--- src/rtl/booth_product_accumulator.sv ---
// Burst accumulator behind the Booth multiplier. It sums signed 2N-bit
// products into a saturating ACC_W-bit total. The burst total, beat count
// and overflow flag are presented on a valid/ready output.
//
// state | meaning
// ACCUM | collecting product beats, in_ready high
// DONE  | burst closed; result loads, then waits for out_ready
module booth_product_accumulator #(
    parameter int N       = 32,
    parameter int ACC_W   = 72,
    parameter int MAX_LEN = 16,
    localparam int CW     = $clog2(MAX_LEN + 1)
) (
    input  logic             clk,
    input  logic             rst_n,
    input  logic             in_valid,
    output logic             in_ready,
    input  logic [2*N-1:0]   in_product,
    input  logic             in_last,
    output logic             out_valid,
    input  logic             out_ready,
    output logic [ACC_W-1:0] out_sum,
    output logic [CW-1:0]    out_count,
    output logic             out_overflow
);

    typedef enum logic [0:0] {
        ACCUM = 1'b0,
        DONE  = 1'b1
    } state_t;

    state_t           state;
    state_t           state_next;
    logic [ACC_W-1:0] acc;
    logic [CW-1:0]    count;
    logic             overflow;

    logic             beat;
    logic [ACC_W:0]   sum_wide;
    logic             ovf_now;
    logic [ACC_W-1:0] sat_sum;
    logic [CW-1:0]    count_inc;
    logic             close;

    // in_ready is a pure state decode, so out_ready has no path to it.
    assign in_ready = (state == ACCUM);
    assign beat     = in_valid && in_ready;

    // Add one guard bit and saturate. The guard bit differs from the sign
    // bit exactly when the true sum leaves the signed ACC_W range.
    always_comb begin
        sum_wide  = {acc[ACC_W-1], acc}
                  + {{(ACC_W + 1 - 2*N){in_product[2*N-1]}}, in_product};
        ovf_now   = sum_wide[ACC_W] ^ sum_wide[ACC_W-1];
        sat_sum   = sum_wide[ACC_W-1:0];
        if (ovf_now) begin
            if (sum_wide[ACC_W]) begin
                sat_sum = {1'b1, {(ACC_W-1){1'b0}}};
            end else begin
                sat_sum = {1'b0, {(ACC_W-1){1'b1}}};
            end
        end
        count_inc = count + CW'(1);
        close     = in_last || (count_inc == CW'(MAX_LEN));
    end

    // State register.
    always_ff @(posedge clk or negedge rst_n) begin
        if (!rst_n) begin
            state <= ACCUM;
        end else begin
            state <= state_next;
        end
    end

    // Next state: close on the last (or MAX_LEN-th) beat; reopen after the result is taken.
    always_comb begin
        state_next = state;
        case (state)
            ACCUM: begin
                if (beat && close) begin
                    state_next = DONE;
                end
            end
            DONE: begin
                if (out_valid && out_ready) begin
                    state_next = ACCUM;
                end
            end
            default: state_next = ACCUM;
        endcase
    end

    // Accumulate beats. In DONE, load the result once and clear when it is consumed.
    always_ff @(posedge clk or negedge rst_n) begin
        if (!rst_n) begin
            acc          <= '0;
            count        <= '0;
            overflow     <= 1'b0;
            out_valid    <= 1'b0;
            out_sum      <= '0;
            out_count    <= '0;
            out_overflow <= 1'b0;
        end else begin
            case (state)
                ACCUM: begin
                    if (beat) begin
                        acc      <= sat_sum;
                        count    <= count_inc;
                        overflow <= overflow | ovf_now;
                    end
                end
                DONE: begin
                    if (!out_valid) begin
                        out_valid    <= 1'b1;
                        out_sum      <= acc;
                        out_count    <= count;
                        out_overflow <= overflow;
                    end else if (out_ready) begin
                        out_valid <= 1'b0;
                        acc       <= '0;
                        count     <= '0;
                        overflow  <= 1'b0;
                    end
                end
                default: ;
            endcase
        end
    end

endmodule
--- config.mk ---
export PLATFORM = sky130hd
export DESIGN_NAME = booth_product_accumulator
export DESIGN_NICKNAME = d
export VERILOG_FILES = /design/src/rtl/booth_product_accumulator.sv
export SDC_FILE = /design/constraint.sdc
export NUM_CORES = 1
export LEC_CHECK = 0
export BUFFER_PORTS_ARGS = -buffer_cell sky130_fd_sc_hd__buf_2
export CELL_PAD_IN_SITES_DETAIL_PLACEMENT = 0
export CELL_PAD_IN_SITES_GLOBAL_PLACEMENT = 1
export CORE_ASPECT_RATIO = 1.2
export CORE_MARGIN = 4
export CORE_UTILIZATION = 28
export DETAILED_ROUTE_END_ITERATION = 12
export PLACE_DENSITY = 0.58
export SLEW_MARGIN = 5
export SYNTH_ARGS = -nofsm -noshare
export SYNTH_HDL_FRONTEND = slang
export SYNTH_SLANG_ARGS = --single-unit
--- constraint.sdc ---
create_clock -name clk -period 4.1 [get_ports clk]
set_input_delay 0.41 -clock clk [delete_from_list [all_inputs] [get_ports clk]]
set_output_delay 0.41 -clock clk [all_outputs]
set_load 0.03 [all_outputs]
# --- Word-level counts from Yosys, hierarchy flattened ---
# Index checks and enable logic that the tools add are counted.
totals:
  ff_bits: 158
  input_bits: 69
  out_inout_bits: 80
  word_cells: 43
classes:
  addsub: 2
  n_eq_ne: 4
  n_mux: 19
  n_bitwise: 4
  reduce_logical: 6
ops:
  columns: ["operator", "count"]
  rows:
  - ["72-bit two-way mux", 5]
  - ["72-bit one-hot mux with 2 select lines", 1]
  - ["72-bit by 64-bit adder with 73-bit output", 1]
  - ["5-bit two-way mux", 3]
  - ["5-bit one-hot mux with 2 select lines", 1]
  - ["1-bit two-way mux", 7]
  - ["5-bit by 1-bit adder with 5-bit output (second input constant)", 1]
  - ["5-bit == test (second input constant)", 1]
  - ["2-bit != test (second input constant)", 2]
  - ["1-bit one-hot mux with 2 select lines", 2]
  - ["1-bit logical AND", 3]
  - ["3-bit AND reduction", 1]
  - ["2-bit by 1-bit != test with 1-bit output (second input constant)", 1]
  - ["1-bit NOT", 2]
  - ["2-bit AND reduction", 1]
  - ["1-bit logical OR", 1]
  - ["1-bit OR", 1]
  - ["1-bit bitwise XOR", 1]

# --- Longest topological paths before layout ---
depth:
  ltp_word: 6
  mapped_depth: 16
  mapped_depth_nobuf: 14

# --- Least setup slack after synthesis ---
# OpenSTA, ideal clock, no wires.
synth_path:
  path_type: "input port to flip-flop"
  start: "input in_product[0]"
  end: "register acc[62]"
  arrival_ns: 3.395
  required_time_ns: 4.017
  slack_ns: 0.622
  path_stages: 16
  path_buffers: 2
  cell_sequence: "ha_1 -> fa_1 -> a211o_1 -> a21o_4 -> a21oi_2 -> o21a_1 -> o41a_4 -> o31a_4 -> o21ai_4 -> or2_2 -> a32o_2 -> nor2_4 -> buf_6 -> buf_6 -> nor2_1 -> o21ai_0"
synth_via:
  elab_chain_len: 5
synth_rtl:
  columns: ["item", "line", "source"]
  rows:
  - ["start, declared", "18", "input logic [2*N-1:0] in_product,"]
  - ["72-bit by 64-bit adder with 73-bit output *", "53", "+ {{(ACC_W + 1 - 2*N){in_product[2*N-1]}}, in_product};"]
  - ["72-bit two-way mux / 1-bit bitwise XOR (equally long branches)", "57, 54", null]
  - ["72-bit two-way mux *", "56", "if (ovf_now) begin"]
  - ["72-bit two-way mux *", "107", "if (beat) begin"]
  - ["72-bit one-hot mux with 2 select lines *", "105", "case (state)"]
  - ["end signal, assigned", "108", "acc <= sat_sum;"]
  - ["end, declared", "34", "logic [ACC_W-1:0] acc;"]
# Every way passes the cells marked *; elsewhere a longest branch is shown, timed or not. The select of a mux whose other input is x is not followed.
# A chain may end at the register's enable or synchronous reset.

# --- Worst setup path after layout ---
layout_path:
  start: "register acc[0]"
  end: "register acc[31]"
layout_via:
  elab_chain_len: 5
layout_rtl:
  columns: ["item", "line"]
  rows:
  - ["72-bit by 64-bit adder with 73-bit output *", "53"]
  - ["72-bit two-way mux / 1-bit bitwise XOR (equally long branches)", "57, 54"]
  - ["72-bit two-way mux *", "56"]
  - ["72-bit two-way mux *", "107"]
  - ["72-bit one-hot mux with 2 select lines *", "105"]
# Marked as above.

==> flow_summary.json <==
{
  "syn_avg_cell_area_um2": 8.86,
  "ys_seq_elements": 158,
  "drv_slew": 0,
  "synth_area_leaders": "dfrtp_1 (37%), ha_1 (8.6%), mux2_2 (8.3%), o21ai_0 (5.8%), nand2_1 (5.5%)",
  "synth_edf_count": 0,
  "wl_per_cell_um": 17.4,
  "finalCritPeriodShare_pct": 93.3,
  "tritoncts": "done",
  "cap_viol_max_count": 0,
  "cp.required_ns": 4.46,
  "seq_area_frac_synth_pct": 37.4,
  "worst-path-buf-inv": 1,
  "synth_warnings": 0,
  "syn_inst": 1192,
  "core_area_mm2": 0.0371,
  "crit_type": "reg2reg",
  "die_x_um": 185,
  "cts_buffers": 17,
  "irDropWorstVdd_mv": 0.354,
  "cp.depth": 15,
  "grt_util_all_layers_pct": 15.5,
  "path_max_fanout": 25,
  "skew_ns": 0.0147,
  "pin_count": 149,
  "finalCriticalPeriod_ns": 3.83,
  "layout_common_cells": "dfrtp_1 (158), nand2_1 (154), buf_2 (147)",
  "drt-pass1-iter-count": 5,
  "hold_viol_final": 0,
  "via_per_inst": 4.97,
  "reg2regPathDepth": 15,
  "pre_cts_ws_ns": 0.123,
  "synth_area_mm2": 0.0106,
  "areaGrowthSynthToFinish_pct": 19.9,
  "portBuffers": 148,
  "final_common_cell": "dfrtp_1",
  "outcome": "finished, final reports clean",
  "drive_gt1_share_pct": 24.2,
  "postCtsHoldBufs": 0,
  "post_cts_buffers": 0,
  "async_reset_ff_share_pct": 100,
  "cts_htree_levels": 4,
  "drcViolationCount": 0,
  "worstSkewPairLatency_ns": 0.46,
  "fmax_mhz": 261,
  "final-setup-viol-count": 0,
  "hold_ws_ns": 0.00693,
  "power_density_mw_per_mm2": 931,
  "synth_top_area_cell": "dfrtp_1",
  "vias": 9076,
  "clk_pin_slew_ns": 0.07,
  "antenna_found_initial": 0,
  "antenna_cells": 0,
  "grt_setup_unrepaired": "no",
  "design.die.area_mm2": 0.0409,
  "fin_tns_setup_ns": 0,
  "synth.top_cell.area_share_pct": 37.4,
  "tightest_slew_ns": 0.947,
  "initialDrtViolationCount": 474,
  "fin_nets": 1483,
  "cp-start-kind": "flop",
  "cts_buffer_depth": 2,
  "clockRootBuffer": "clkbuf_16",
  "clock-sinks": 158,
  "grt_pass1_vias": 9462,
  "fillers": 3901,
  "hp-class": "in2async",
  "fin_util_pct": 34.2,
  "synth_flop_cell": "dfrtp_1",
  "slew_headroom_pct": 36.7,
  "place_hpwl_mm": 24.5,
  "grt_max_degree": 83,
  "max_stage_delay_ns": 0.45,
  "initial_utilization_pct": 28.5,
  "setup_ws_ns": 0.274,
  "crit_path_end_kind": "flop",
  "synth_cell_types": 68,
  "gp_congestion": 0.851,
  "fp.dieH_um": 221,
  "overflow": 0,
  "synth_nets": 1335,
  "leakage_nw": 5.92,
  "worstPathCellList": "ha_1 -> fa_1 -> a211o_1 -> a21o_4 -> a21oi_2 -> o21a_1 -> o41a_4 -> o31a_4 -> o21ai_4 -> or2_2 -> a32o_2 -> nor2_4 -> buf_12 -> nor2_1 -> o21ai_0",
  "critPathTopFamily": "compound AO/OA/AOI/OAI gates",
  "finalWirelength_mm": 31.7,
  "rows": 77,
  "grt_pass1_wl_mm": 51.0,
  "cp.arrival_ns": 4.19,
  "cp_slowest_cell": "fa_1",
  "antenna_left": 0
}
[layout make-up]
type | count | area [µm²] | area share [%]
multi-input combinational | 943 | 6220 | 49.1
timing repair buffer | 195 | 1160 | 9.18
sequential | 158 | 3950 | 31.2
clock buffer | 20 | 457 | 3.61
clock inverter | 12 | 184 | 1.45
tap | 474 | 593 | 4.68
inverter | 25 | 93.8 | 0.741
[logic make-up after synthesis]
family	Yosys count	synth area share, %
flip-flops	158	37.4
XOR/XNOR	66	5.47
adder cells (fa/ha/maj)	74	8.83
buffers and inverters	91	3.88
AO/OA/AOI/OAI	350	20.3
multiplexers	80	8.50
AND/OR/NAND/NOR	373	15.5
[per-stage QoR]
stage | instances | power [W] | cell area [µm²]
3_5_place_dp | 1795 | 0.0101 | 12000
2_1_floorplan | 1192 | 0.00797 | 10600
4_1_cts | 1827 | 0.0120 | 12700
6_report | 1827 | 0.0118 | 12700
5_1_grt | 1827 | 0.0129 | 12700
3_3_place_gp | 1795 | 0.0101 | 12000
[routing by layer]
metal / GRT usage (%) / share of wire (%) / vias to the layer above
met1: 20.0 / 45 / 4319
met3: 2.41 / 3.2 / 35
li1: - / - / 4544
met4: 4.69 / 1.7 / 0
met2: 26.6 / 50 / 178
met5: 0 / 0 / -
[Yosys cell counts (all sizes together) (2+ instances only)]
cell type and instances:
dfrtp 158, nand2 154, o21ai 135, nor2 115, a21oi 104, mux2 78, ha 73, xnor2 46
clkbuf 39, buf 27, inv 25, nand3 25, nand4 25, a21o 21, xor2 20, nor3 18
o21a 15, o21bai 12, nor2b 10, a31oi 7, and3 6, o211ai 6, a22o 5, o31ai 5
a2111oi 4, a211oi 4, a221oi 4, and2 4, o221ai 4, o31a 4, a22oi 3, nand2b 3
nor3b 3, or2 3, or3 3, a21boi 2, a41oi 2, and4 2, mux2i 2, o22ai 2
o41a 2, o41ai 2
[registers in the layout (all words and copies together) (netlist names)]
name,cells
out_sum,72
out_valid,1
out_count,5
acc,72
count,5
overflow,1
out_overflow,1
state,1
[power by group]
| group | internal (W) | total [W] | switching [W] |
|---|---|---|---|
| clock | 0.00105 | 0.00177 | 0.000710 |
| combinational | 0.00288 | 0.00719 | 0.00431 |
| sequential | 0.00230 | 0.00284 | 0.000538 |
[path summary, 6_finish.rpt]
| path | from | end | slack (ns) |
|---|---|---|---|
| worst max register to register | acc[0]$_DFFE_PN0P_ | acc[31]$_DFFE_PN0P_ | 0.27 |
| max in group asynchronous | rst_n | out_sum[31]$_DFFE_PN0P_ | 3.05 |
| min in group clk | in_last | state$_DFF_PN0_ | 0.27 |
| worst min register to register | out_sum[13]$_DFFE_PN0P_ | out_sum[13]$_DFFE_PN0P_ | 0.50 |
| worst max-delay path | acc[0]$_DFFE_PN0P_ | acc[31]$_DFFE_PN0P_ | 0.27 |
| worst min-delay path | rst_n | out_sum[65]$_DFFE_PN0P_ | 0.007 |
[what timing repair did]
action	4_1_cts	5_1_grt
hold endpoints to repair	0	0
resized for setup	0	1
endpoints found under the setup margin	0	1
Note: power is estimated with default switching activity, not from simulation.
